==> config.mk <==
export PLATFORM = sky130hd
export DESIGN_NAME = cache_fill_fsm
export DESIGN_NICKNAME = d
export VERILOG_FILES = /design/src/rtl/cache_fill_fsm.sv
export SDC_FILE = /design/constraint.sdc
export NUM_CORES = 1
export LEC_CHECK = 0
export BUFFER_PORTS_ARGS = -buffer_cell sky130_fd_sc_hd__buf_2
export CAP_MARGIN = 20
export CORE_ASPECT_RATIO = 0.6
export CORE_MARGIN = 2
export CORE_UTILIZATION = 30
export CTS_CLUSTER_SIZE = 14
export DETAILED_ROUTE_END_ITERATION = 7
export PLACE_DENSITY = 0.65
export SYNTH_ARGS = -nofsm -noshare
export SYNTH_HDL_FRONTEND = slang
export SYNTH_SLANG_ARGS = --single-unit
==> constraint.sdc <==
create_clock -name clk -period 1.97 [get_ports clk]
set_clock_uncertainty 0.2 [all_clocks]
set_input_delay 0 -clock clk [delete_from_list [all_inputs] [get_ports clk]]
set_output_delay 0 -clock clk [all_outputs]
set_load 0.01 [all_outputs]
==> src/rtl/cache_fill_fsm.sv <==
// rtl/cache_fill_fsm.sv - cache miss fill controller: fetches one block and writes data then tag.
// Optional CACHE_FILL_PERF_EN adds fill_count/fill_cycles performance counters.
module cache_fill_fsm #(
  parameter int WORDS  = 8,
  parameter int ADDR_W = 16
) (
  input  logic                       clk,
  input  logic                       rst,
  input  logic                       miss_detected,
  input  logic [ADDR_W-1:0]          miss_address,
  input  logic                       memory_data_valid,
  input  logic [15:0]                memory_data,
  output logic                       fsm_busy,
  output logic                       mem_read,
  output logic [ADDR_W-1:0]          memory_address,
  output logic                       write_data_array,
  output logic [$clog2(WORDS)-1:0]   word_offset,
  output logic [15:0]                data_array_wdata,
  output logic                       write_tag_array
`ifdef CACHE_FILL_PERF_EN
  ,
  output logic [15:0]                fill_count,
  output logic [15:0]                fill_cycles
`endif
);

  localparam int CW = $clog2(WORDS);
  localparam int OW = CW + 1;
  localparam logic [CW-1:0] LAST = CW'(WORDS - 1);

  localparam logic [0:0] IDLE = 1'b0;
  localparam logic [0:0] FILL = 1'b1;

  logic [0:0]         state;
  logic [CW-1:0]      req_cnt;
  logic               req_done;
  logic [CW-1:0]      rcv_cnt;
  logic [ADDR_W-1:OW] base_hi;
  logic [ADDR_W-1:0]  addr_hold;
  logic [ADDR_W-1:0]  req_addr;
  logic               unused_bits;

  // req_done stands in for req_cnt==WORDS so the counter keeps its natural width
  assign unused_bits = ^miss_address[OW-1:0];
  assign req_addr    = {base_hi, req_cnt, 1'b0};

  always_ff @(posedge clk) begin
    if (rst) begin
      state     <= IDLE;
      req_cnt   <= '0;
      req_done  <= 1'b0;
      rcv_cnt   <= '0;
      base_hi   <= '0;
      addr_hold <= '0;
    end else begin
      case (state)
        IDLE: begin
          if (miss_detected) begin
            base_hi  <= miss_address[ADDR_W-1:OW];
            req_cnt  <= '0;
            req_done <= 1'b0;
            rcv_cnt  <= '0;
            state    <= FILL;
          end
        end
        default: begin
          if (!req_done) begin
            addr_hold <= req_addr;
            if (req_cnt == LAST) req_done <= 1'b1;
            else                 req_cnt  <= req_cnt + 1'b1;
          end
          if (memory_data_valid) begin
            if (rcv_cnt == LAST) begin
              rcv_cnt <= '0;
              state   <= IDLE;
            end else begin
              rcv_cnt <= rcv_cnt + 1'b1;
            end
          end
        end
      endcase
    end
  end

  always_comb begin
    fsm_busy         = (state == FILL);
    mem_read         = fsm_busy && !req_done;
    memory_address   = mem_read ? req_addr : addr_hold;
    write_data_array = fsm_busy && memory_data_valid;
    word_offset      = rcv_cnt;
    data_array_wdata = write_data_array ? memory_data : 16'h0000;
    write_tag_array  = write_data_array && (rcv_cnt == LAST);
  end

`ifdef CACHE_FILL_PERF_EN
  always_ff @(posedge clk) begin
    if (rst) begin
      fill_count  <= 16'h0000;
      fill_cycles <= 16'h0000;
    end else begin
      if (write_tag_array) fill_count <= fill_count + 16'h0001;
      if (fsm_busy && fill_cycles != 16'hFFFF) fill_cycles <= fill_cycles + 16'h0001;
    end
  end
`else
  // no performance counters in this build
`endif

endmodule

Word-level counts from Yosys, hierarchy flattened
Index checks and enable logic that the tools add are counted.
{"block": "op_classes", "addsub": 2, "eq_ne": 5, "n_mux": 17, "bitwise_logic": 2, "reduce_logical": 9}
{"operator": "$mux 16", "n": 2}
{"operator": "$mux 3", "n": 7}
{"operator": "$mux 1", "n": 8}
{"operator": "$add 3x1->3 const B", "n": 2}
{"operator": "$eq 3x3->1 const B", "n": 2}
{"operator": "$ne 2x2->1 const B", "n": 3}
{"operator": "$reduce_and 2->1", "n": 3}
{"operator": "$logic_and 1x1->1", "n": 3}
{"operator": "$reduce_and 3->1", "n": 1}
{"operator": "$not 1->1", "n": 2}
{"operator": "$reduce_bool 2->1", "n": 1}
{"operator": "$logic_not 1->1", "n": 1}
{"block": "totals", "reg_bits": 35, "in_bits": 36, "output_inout_bits": 39}

Longest topological paths before layout
Gate-level depths: netlist (run 1).
{"block": "depth", "ltp_word": 4, "depth_mapped": 5}

Least setup slack after synthesis (run 1)
No wires, ideal clock.
{"block": "synth_path", "kind": "reg2reg", "start": "register state, in the netlist fsm_busy", "end": "register addr_hold[6]", "setup_time_ns": 0.128, "arrival_ns": 1.320, "slack_ns": 0.322, "path_stages_with_launch": 6, "n_path_buf": 2, "synth_period_minus_slack_ns": 1.648, "cell_sequence": "dfxtp_1 nor2b_4 buf_6 buf_12 mux2_4 nor2b_1"}
{"block": "synth_via", "elab_chain_cells": 1}
{"element": "start: declaration", "line_no": "34", "rtl": "logic [0:0] state;"}
{"element": "start signal: assignment", "line_no": "49", "rtl": "state <= IDLE;"}
{"element": "start signal: assignment", "line_no": "63", "rtl": "state <= FILL;"}
{"element": "start signal: assignment", "line_no": "75", "rtl": "state <= IDLE;"}
{"element": "$reduce_and 2->1 (no line)"}
{"element": "end signal: assignment", "line_no": "68", "rtl": "addr_hold <= req_addr;"}
{"element": "end: declaration", "line_no": "39", "rtl": "logic [ADDR_W-1:0] addr_hold;"}
No other way between the ends.
A chain may end at the register's enable or synchronous reset.

Final worst setup path (run 1)
{"block": "layout_path", "start": "register req_done", "end": "output memory_address[15]"}
{"block": "layout_via", "elab_chain_cells": 3}
{"element": "start: declaration", "line_no": "36", "rtl": "logic req_done;"}
{"element": "start signal: assignment", "line_no": "51", "rtl": "req_done <= 1'b0;"}
{"element": "start signal: assignment", "line_no": "61", "rtl": "req_done <= 1'b0;"}
{"element": "start signal: assignment", "line_no": "69", "rtl": "if (req_cnt == LAST) req_done <= 1'b1;"}
{"element": "$logic_not 1->1", "line_no": "87", "rtl": "mem_read = fsm_busy && !req_done;"}
{"element": "$logic_and 1x1->1", "line_no": "87"}
{"element": "$mux 16", "line_no": "88", "rtl": "memory_address = mem_read ? req_addr : addr_hold;"}
{"element": "end: declaration", "line_no": "15", "rtl": "output logic [ADDR_W-1:0] memory_address,"}
No other way between the ends.

==> metrics.log, run 1 <==
[metrics] DIE HEIGHT: 59.6 microns
[metrics] Final Cycle Share: 0.896
[metrics] part of the Yosys area used for sequential elements: 0.454
[metrics] Least-Margin Pin Slew: 0.632 ns
[metrics] Initial Util: 0.309
[metrics] Synth Flop Type: sky130_fd_sc_hd__dfxtp_1
[metrics] total detailed-routing wirelength: 3570 microns
[metrics] f_max: 0.566 GHz
[metrics] Max Cap Viol: 0
[metrics] Post-Synth XOR/XNOR Area: 0
[metrics] static leakage: 1.11 nW
[metrics] mean cell area of the mapped netlist: 9.36 sq um
[metrics] Cell variety after synth: 24
[metrics] combinational family with the most area after synthesis: simple AND/OR/NAND/NOR gates
[metrics] Placement Rows: 20
[metrics] nature of the critical path endpoint: output pin
[metrics] arrival time of data at the critical path endpoint: 1.57 ns
[metrics] Seq cells post-synth: 35
[metrics] number of cells upsized or downsized after cts: 0
[metrics] ratio of total power to cell area: 710 nW/um^2
[metrics] setup tns final: 0 ns
[metrics] final std cell area, no fill: 2160 sq um
[metrics] vias in the first global route: 1284
[metrics] area overhead of the layout relative to synthesis: 40.0%
[metrics] worst min-delay path category: primary input to flip-flop
[metrics] setup repair after global routing missed its margin: false
[metrics] port buffer count: 69
[metrics] result of the run: complete, no violations
[metrics] pin count of the biggest net entering global routing: 36
[metrics] Avg Vias per Cell: 4.31
[metrics] number of placed I/O pins: 75
[metrics] share of Yosys cell area claimed by the top area cell type: 0.454
[metrics] post-synth top area cell: sky130_fd_sc_hd__dfxtp_1
[metrics] most frequently used cell type in the post-synthesis netlist: sky130_fd_sc_hd__dfxtp_1
[metrics] peak fanout along the critical path: 16
[metrics] Crit-path slowest cell: sky130_fd_sc_hd__mux2_2
[metrics] most area-consuming cells after synthesis: sky130_fd_sc_hd__dfxtp_1 45%, sky130_fd_sc_hd__mux2_4 8.8%, sky130_fd_sc_hd__nand2_1 7.1%
[metrics] die extent in x: 96.6 microns
[metrics] number of antenna violations at the first check in global routing: 0
[metrics] share of synthesized area spent on multiplexers: 0.131
[metrics] final setup vio count: 0
[metrics] Fillers: 503
[metrics] GRT overflow: 0
[metrics] Period minus WS final: 1.77 ns
[metrics] CTS Buf Count: 5
[metrics] area of the die: 5760 sq um
[metrics] Max-slew headroom: 0.579
[metrics] Finished Core Util: 0.432
[metrics] residual antenna-violating net count after detailed routing: 0
[metrics] Yosys warnings: 0
[metrics] total routing usage reported by global routing: 0.131
[metrics] clk root buf: sky130_fd_sc_hd__clkbuf_8
[metrics] worst path cell trace: nor2b_4 > buf_4 > mux2_2 > buf_2
[metrics] TritonCTS clock tree: yes
[metrics] Final Hold Viols: 0
[metrics] wire length of the first global-routing pass: 5960 microns
[metrics] adder-cell share of the synthesized area: 0.0324
[metrics] Syn Nets: 205
[metrics] number of pins exceeding their max-slew limit in the final report: 0
[metrics] post-synthesis instance area: 1540 sq um
[metrics] Reg2Reg Setup Slack: 0.23 ns
[metrics] crit path kind: flip-flop to output pin
[metrics] synthesized-area fraction occupied by and/or/nand/nor cells: 0.263
[metrics] Post-DP Area: 1930 sq um
[metrics] number of buffers between clock root and the deepest sink: 2
[metrics] Req. time, crit path: 1.77 ns
[metrics] detailed placement HPWL: 2420 microns
[metrics] number of diodes added for antenna fixing: 0
[metrics] longest individual stage delay on the worst path: 0.39 ns
[metrics] Mapped Cells: 165
[metrics] layout net count: 286
[metrics] worst skew pair latency: 0.28 ns
[metrics] total number of clock tree sinks: 35
[metrics] number of enable-type register cells in the synthesized netlist: 0
[metrics] compound-cell area share of the yosys netlist: 0.0632
[metrics] clock-pin slew on the worst setup and hold paths: 0.07 ns
[metrics] ratio of cells with drive above 1 in the final layout: 0.397
[metrics] startpoint type of the worst setup path: flip-flop
[metrics] 1st-iter DRT viols: 45
[metrics] # DRC: 0
[metrics] drt pass-1 iters: 4
[metrics] count of vias placed by the detailed router: 1350
[metrics] Routability Congestion: 0.703
[metrics] Commonest cells post-synth: 35 x sky130_fd_sc_hd__dfxtp_1, 29 x sky130_fd_sc_hd__nand2_1, 18 x sky130_fd_sc_hd__a21oi_1
[metrics] Wirelength per Cell: 11.4 microns
[metrics] core area: 5000 sq um
[metrics] H-tree level count: 2
[metrics] Post-synth ARST share: 0
[metrics] highest ir drop seen on vdd: 0.264 mV
-- logic make-up after synthesis --
logic type | count (synthesis)
and+or+nand+nor | 77
muxes | 15
DFF | 35
buffers and inverters | 14
AOI/OAI and AO/OA | 19
other | 1
adders and majority gates | 4
-- repair_timing --
item / 4_1_cts / 5_1_grt
hold buffers: 13 / 0
buffers inserted: 0 / 0
endpoints found under the hold margin: 13 / 0
-- power breakdown --
group / total [mW] / internal [mW] / switching [mW]
Sequential: 0.747 / 0.734 / 0.0125
Combinational: 0.225 / 0.116 / 0.110
Clock: 0.562 / 0.319 / 0.243
-- sequential cells by signal, summed over array words and instances, names as in the netlist --
register	count
addr_hold	15
base_hi	12
req_cnt	3
word_offset	3
fsm_busy	1
req_done	1
-- path summary, 6_finish.rpt --
check | from | endpoint | cells after the start
setup / recovery | req_done | memory_address[15] | 4
setup reg to reg | req_cnt[0] | req_cnt[1] | 5
hold reg to reg | base_hi[5] | base_hi[5] | 2
hold / removal | rst | req_done | 2
-- per-layer routing --
layer	share of wire	wire [microns]	vias to the layer above	global-route usage
met2	0.42	1490	33	0.202
met3	0.051	181	5	0.0436
met5	0	0	-	0
met1	0.52	1870	600	0.176
li1	-	-	712	-
met4	0.011	40	0	0.0423
-- layout by cell type (no fill, tap or decap) --
cell type	synthesis	routed
sky130_fd_sc_hd__dfxtp_1	35	35
sky130_fd_sc_hd__nor2b_1	16	16
sky130_fd_sc_hd__and3_1	17	17
sky130_fd_sc_hd__a21oi_1	18	18
sky130_fd_sc_hd__nand2_1	29	29
sky130_fd_sc_hd__nand3_1	6	6
sky130_fd_sc_hd__conb_1	1	1
sky130_fd_sc_hd__nor3b_1	1	1
sky130_fd_sc_hd__clkbuf_1	8	1
sky130_fd_sc_hd__ha_1	4	4
sky130_fd_sc_hd__or3_1	1	1
sky130_fd_sc_hd__nor3_1	1	1
sky130_fd_sc_hd__mux2_2	6	6
sky130_fd_sc_hd__clkbuf_8	0	7
sky130_fd_sc_hd__buf_4	1	5
sky130_fd_sc_hd__nand2b_1	2	2
sky130_fd_sc_hd__buf_2	2	69
sky130_fd_sc_hd__inv_1	1	1
sky130_fd_sc_hd__dlygate4sd3_1	0	13
sky130_fd_sc_hd__nor2_1	2	2
sky130_fd_sc_hd__a22oi_1	1	1
sky130_fd_sc_hd__or3b_2	1	1
sky130_fd_sc_hd__mux2_4	9	9
sky130_fd_sc_hd__nor2b_4	1	1
-- cell type report --
type	count	area, sq um	share of cell area
Inverter	1	3.75	0.00174
Tap cell	66	82.6	0.0382
Multi-Input combinational cell	116	761	0.352
Sequential cell	35	701	0.324
Timing Repair Buffer	87	513	0.237
Clock buffer	8	100	0.0463
-- worst max-delay path, delay by kind of cell (launching register included) --
kind          cells  cell delay [ns]
mux               1             0.39
flops             1             0.36
simple gates      1             0.11
buf+inv           2             0.42
-- stage by stage --
| stage | hold WS, ns | setup WS [ns] | cells | total power [mW] |
|---|---|---|---|---|
| floorplan | -0.0640 | 0.322 | 165 | 0.894 |
| global placement | 0.0419 | 0.263 | 292 | 0.966 |
| detailed placement | 0.0457 | 0.253 | 292 | 0.970 |
| CTS | 0.0213 | 0.186 | 313 | 1.56 |
| global route | 0.0575 | 0.128 | 313 | 1.62 |
| finish | 0.0158 | 0.204 | 313 | 1.53 |
Note: power is estimated with default switching activity, not from simulation.
==> inputs of run 2 (changes only) <==
==> constraint.sdc (replaced) <==
create_clock -name clk -period 2.1 [get_ports clk]
set_clock_uncertainty 0.2 [all_clocks]
set_input_delay 0 -clock clk [delete_from_list [all_inputs] [get_ports clk]]
set_output_delay 0 -clock clk [all_outputs]
set_load 0.01 [all_outputs]
==> metrics.log, run 2 (synthesis results as in run 1) <==
[metrics] Req. time, crit path: 1.90 ns (was 1.77 ns)
[metrics] Top Registers: addr_hold x15, base_hi x12 (unchanged)
[metrics] Routability Congestion: 0.722 (was 0.703)
[metrics] worst min-delay path category: primary input to flip-flop (unchanged)
[metrics] worst skew pair latency: 0.28 ns (about the same)
[metrics] ratio of total power to cell area: 639 nW/um^2 (was 710 nW/um^2)
[metrics] count of vias placed by the detailed router: 1324 (was 1350)
[metrics] number of placed instances, taps included: 292 (unchanged)
[metrics] detailed placement HPWL: 2390 microns (was 2420 microns)
[metrics] clock-pin slew on the worst setup and hold paths: 0.07 ns (about the same)
[metrics] result of the run: complete, no violations (unchanged)
[metrics] highest ir drop seen on vdd: 0.249 mV (was 0.264 mV)
[metrics] arrival time of data at the critical path endpoint: 1.55 ns (was 1.57 ns)
[metrics] number of cells upsized or downsized after cts: 0 (unchanged)
[metrics] # DRC: 0 (unchanged)
[metrics] most common library cell in the layout ignoring fill and taps: sky130_fd_sc_hd__buf_2 (unchanged)
[metrics] Reg power frac: 0.511 (was 0.487)
[metrics] number of antenna violations at the first check in global routing: 0 (unchanged)
[metrics] Wirelength per Cell: 11.2 microns (was 11.4 microns)
[metrics] area of the die: 5760 sq um (unchanged)
[metrics] startpoint type of the worst setup path: flip-flop (unchanged)
[metrics] quantity of hold-fixing buffers added after cts: 13 (unchanged)
[metrics] Reg2Reg Setup Slack: 0.37 ns (was 0.23 ns)
[metrics] nature of the critical path endpoint: output pin (unchanged)
[metrics] number of placed I/O pins: 75 (unchanged)
[metrics] static leakage: 1.10 nW (was 1.11 nW)
[metrics] H-tree level count: 2 (unchanged)
[metrics] port buffer count: 69 (unchanged)
[metrics] GRT overflow: 0 (unchanged)
[metrics] number of pins exceeding their max-slew limit in the final report: 0 (unchanged)
[metrics] die extent in x: 96.6 microns (unchanged)
[metrics] Clk pwr share: 0.335 (was 0.366)
[metrics] longest individual stage delay on the worst path: 0.38 ns (was 0.39 ns)
[metrics] cell-internal power: 1.03 mW (was 1.17 mW)
[metrics] clk root buf: sky130_fd_sc_hd__clkbuf_8 (unchanged)
[metrics] peak fanout along the critical path: 16 (unchanged)
[metrics] Crit-path slowest cell: sky130_fd_sc_hd__mux2_2 (unchanged)
[metrics] area overhead of the layout relative to synthesis: 38.7% (was 40.0%)
[metrics] Max-slew headroom: 0.568 (was 0.579)
[metrics] Avg Vias per Cell: 4.23 (was 4.31)
[metrics] f_max: 0.572 GHz
[metrics] register with the most flip-flops: addr_hold (unchanged)
[metrics] Final Hold Viols: 0 (unchanged)
[metrics] flip-flop count of the largest register after layout: 15 (unchanged)
[metrics] total detailed-routing wirelength: 3500 microns (was 3570 microns)
[metrics] total routing usage reported by global routing: 0.124 (was 0.131)
[metrics] DIE HEIGHT: 59.6 microns (unchanged)
[metrics] core area: 5000 sq um (unchanged)
[metrics] family of cells with the greatest summed delay on the critical path: buffers and inverters (unchanged)
[metrics] residual antenna-violating net count after detailed routing: 0 (unchanged)
[metrics] crit path kind: flip-flop to output pin (unchanged)
[metrics] total number of clock tree sinks: 35 (unchanged)
[metrics] combined buffer and inverter count along the critical path: 2 (unchanged)
[metrics] Least-Margin Pin Slew: 0.648 ns (was 0.632 ns)
[metrics] register area: 701 sq um (unchanged)
[metrics] number of buffers between clock root and the deepest sink: 2 (unchanged)
[metrics] worst path cell trace: nor2b_4 > buf_4 > mux2_2 > buf_2 (unchanged)
[metrics] TritonCTS clock tree: yes (unchanged)
[metrics] layout net count: 286 (unchanged)
[metrics] drt pass-1 iters: 4 (unchanged)
[metrics] wire length of the first global-routing pass: 5610 microns (was 5960 microns)
[metrics] Final Cycle Share: 0.832
[metrics] total power after layout: 1.37 mW (was 1.53 mW)
[metrics] Placement Rows: 20 (unchanged)
[metrics] Hold Slack: 0.0389 ns (was 0.0158 ns)
[metrics] final setup vio count: 0 (unchanged)
[metrics] setup tns final: 0 ns (unchanged)
[metrics] Setup Fix Bufs, Post-CTS: 0 (unchanged)
[metrics] Max Cap Viol: 0 (unchanged)
[metrics] vias in the first global route: 1203 (was 1284)
[metrics] 1st-iter DRT viols: 22 (was 45)
[metrics] pin count of the biggest net entering global routing: 36 (unchanged)
[metrics] number of diodes added for antenna fixing: 0 (unchanged)
[metrics] ratio of cells with drive above 1 in the final layout: 0.393 (was 0.397)
[metrics] CTS Buf Count: 5 (unchanged)
[metrics] Period minus WS final: 1.75 ns
[metrics] most frequent cells in the layout: 69 x sky130_fd_sc_hd__buf_2, 35 x sky130_fd_sc_hd__dfxtp_1, 29 x sky130_fd_sc_hd__nand2_1 (unchanged)
[metrics] part of the power in combinational logic: 0.154 (was 0.147)
[metrics] Initial Util: 0.309 (unchanged)
[metrics] setup repair after global routing missed its margin: false (unchanged)
[metrics] post-route non-filler standard cell count: 313 (unchanged)
[metrics] area of the multi-input gates: 761 sq um (unchanged)
[metrics] switching part of the total power: 0.248 (was 0.238)
[metrics] net switching power: 0.340 mW (was 0.366 mW)
[metrics] Fillers: 521 (was 503)
## run 2: cell types whose count changed in the layout (fill, tap and decap cells not counted)
cell and delta:
sky130_fd_sc_hd__clkbuf_1 +1, sky130_fd_sc_hd__clkinv_2 +1, sky130_fd_sc_hd__clkbuf_8 -2
## run 2: power by group through the flow
stage | Sequential (mW) | Clock [mW] | Combinational (mW)
after CTS | 0.700 | 0.482 | 0.213
after global routing | 0.702 | 0.512 | 0.234
final | 0.700 | 0.459 | 0.211
after floorplan | 0.715 | 0 | 0.124
after global placement | 0.715 | 0 | 0.192
after detailed placement | 0.715 | 0 | 0.194
## run 2: layer usage
| layer | share of wire | wire, microns | global-route usage | vias up |
|---|---|---|---|---|
| li1 | - | - | - | 714 |
| met1 | 0.52 | 1820 | 0.164 | 573 |
| met2 | 0.42 | 1460 | 0.191 | 33 |
| met3 | 0.055 | 191 | 0.0483 | 4 |
| met4 | 0.0083 | 29 | 0.0362 | 0 |
| met5 | 0 | 0 | 0 | - |
## run 2: worst paths after layout
path | startpoint | endpoint | cells after the start
worst max-delay path | req_done | memory_address[10] | 4
worst min register to register | base_hi[12] | base_hi[12] | 2
worst max register to register | req_cnt[0] | req_cnt[1] | 5
worst min-delay path | rst | addr_hold[7] | 2
## run 2: layout make-up
class | instances | share of cell area
Clock buffer | 7 | 0.0356
Clock inverter | 1 | 0.00234
Inverter | 1 | 0.00175
Multi-Input combinational cell | 116 | 0.355
Sequential cell | 35 | 0.327
Tap cell | 66 | 0.0386
Timing Repair Buffer | 87 | 0.239
## run 2: stage by stage
step / setup WS, ns / util / instance area [sq um]
after floorplan: 0.452 / - / 1540
after global placement: 0.392 / 0.386 / 1930
after detailed placement: 0.381 / 0.386 / 1930
after CTS: 0.326 / 0.428 / 2140
after global routing: 0.261 / 0.428 / 2140
final: 0.352 / 0.428 / 2140
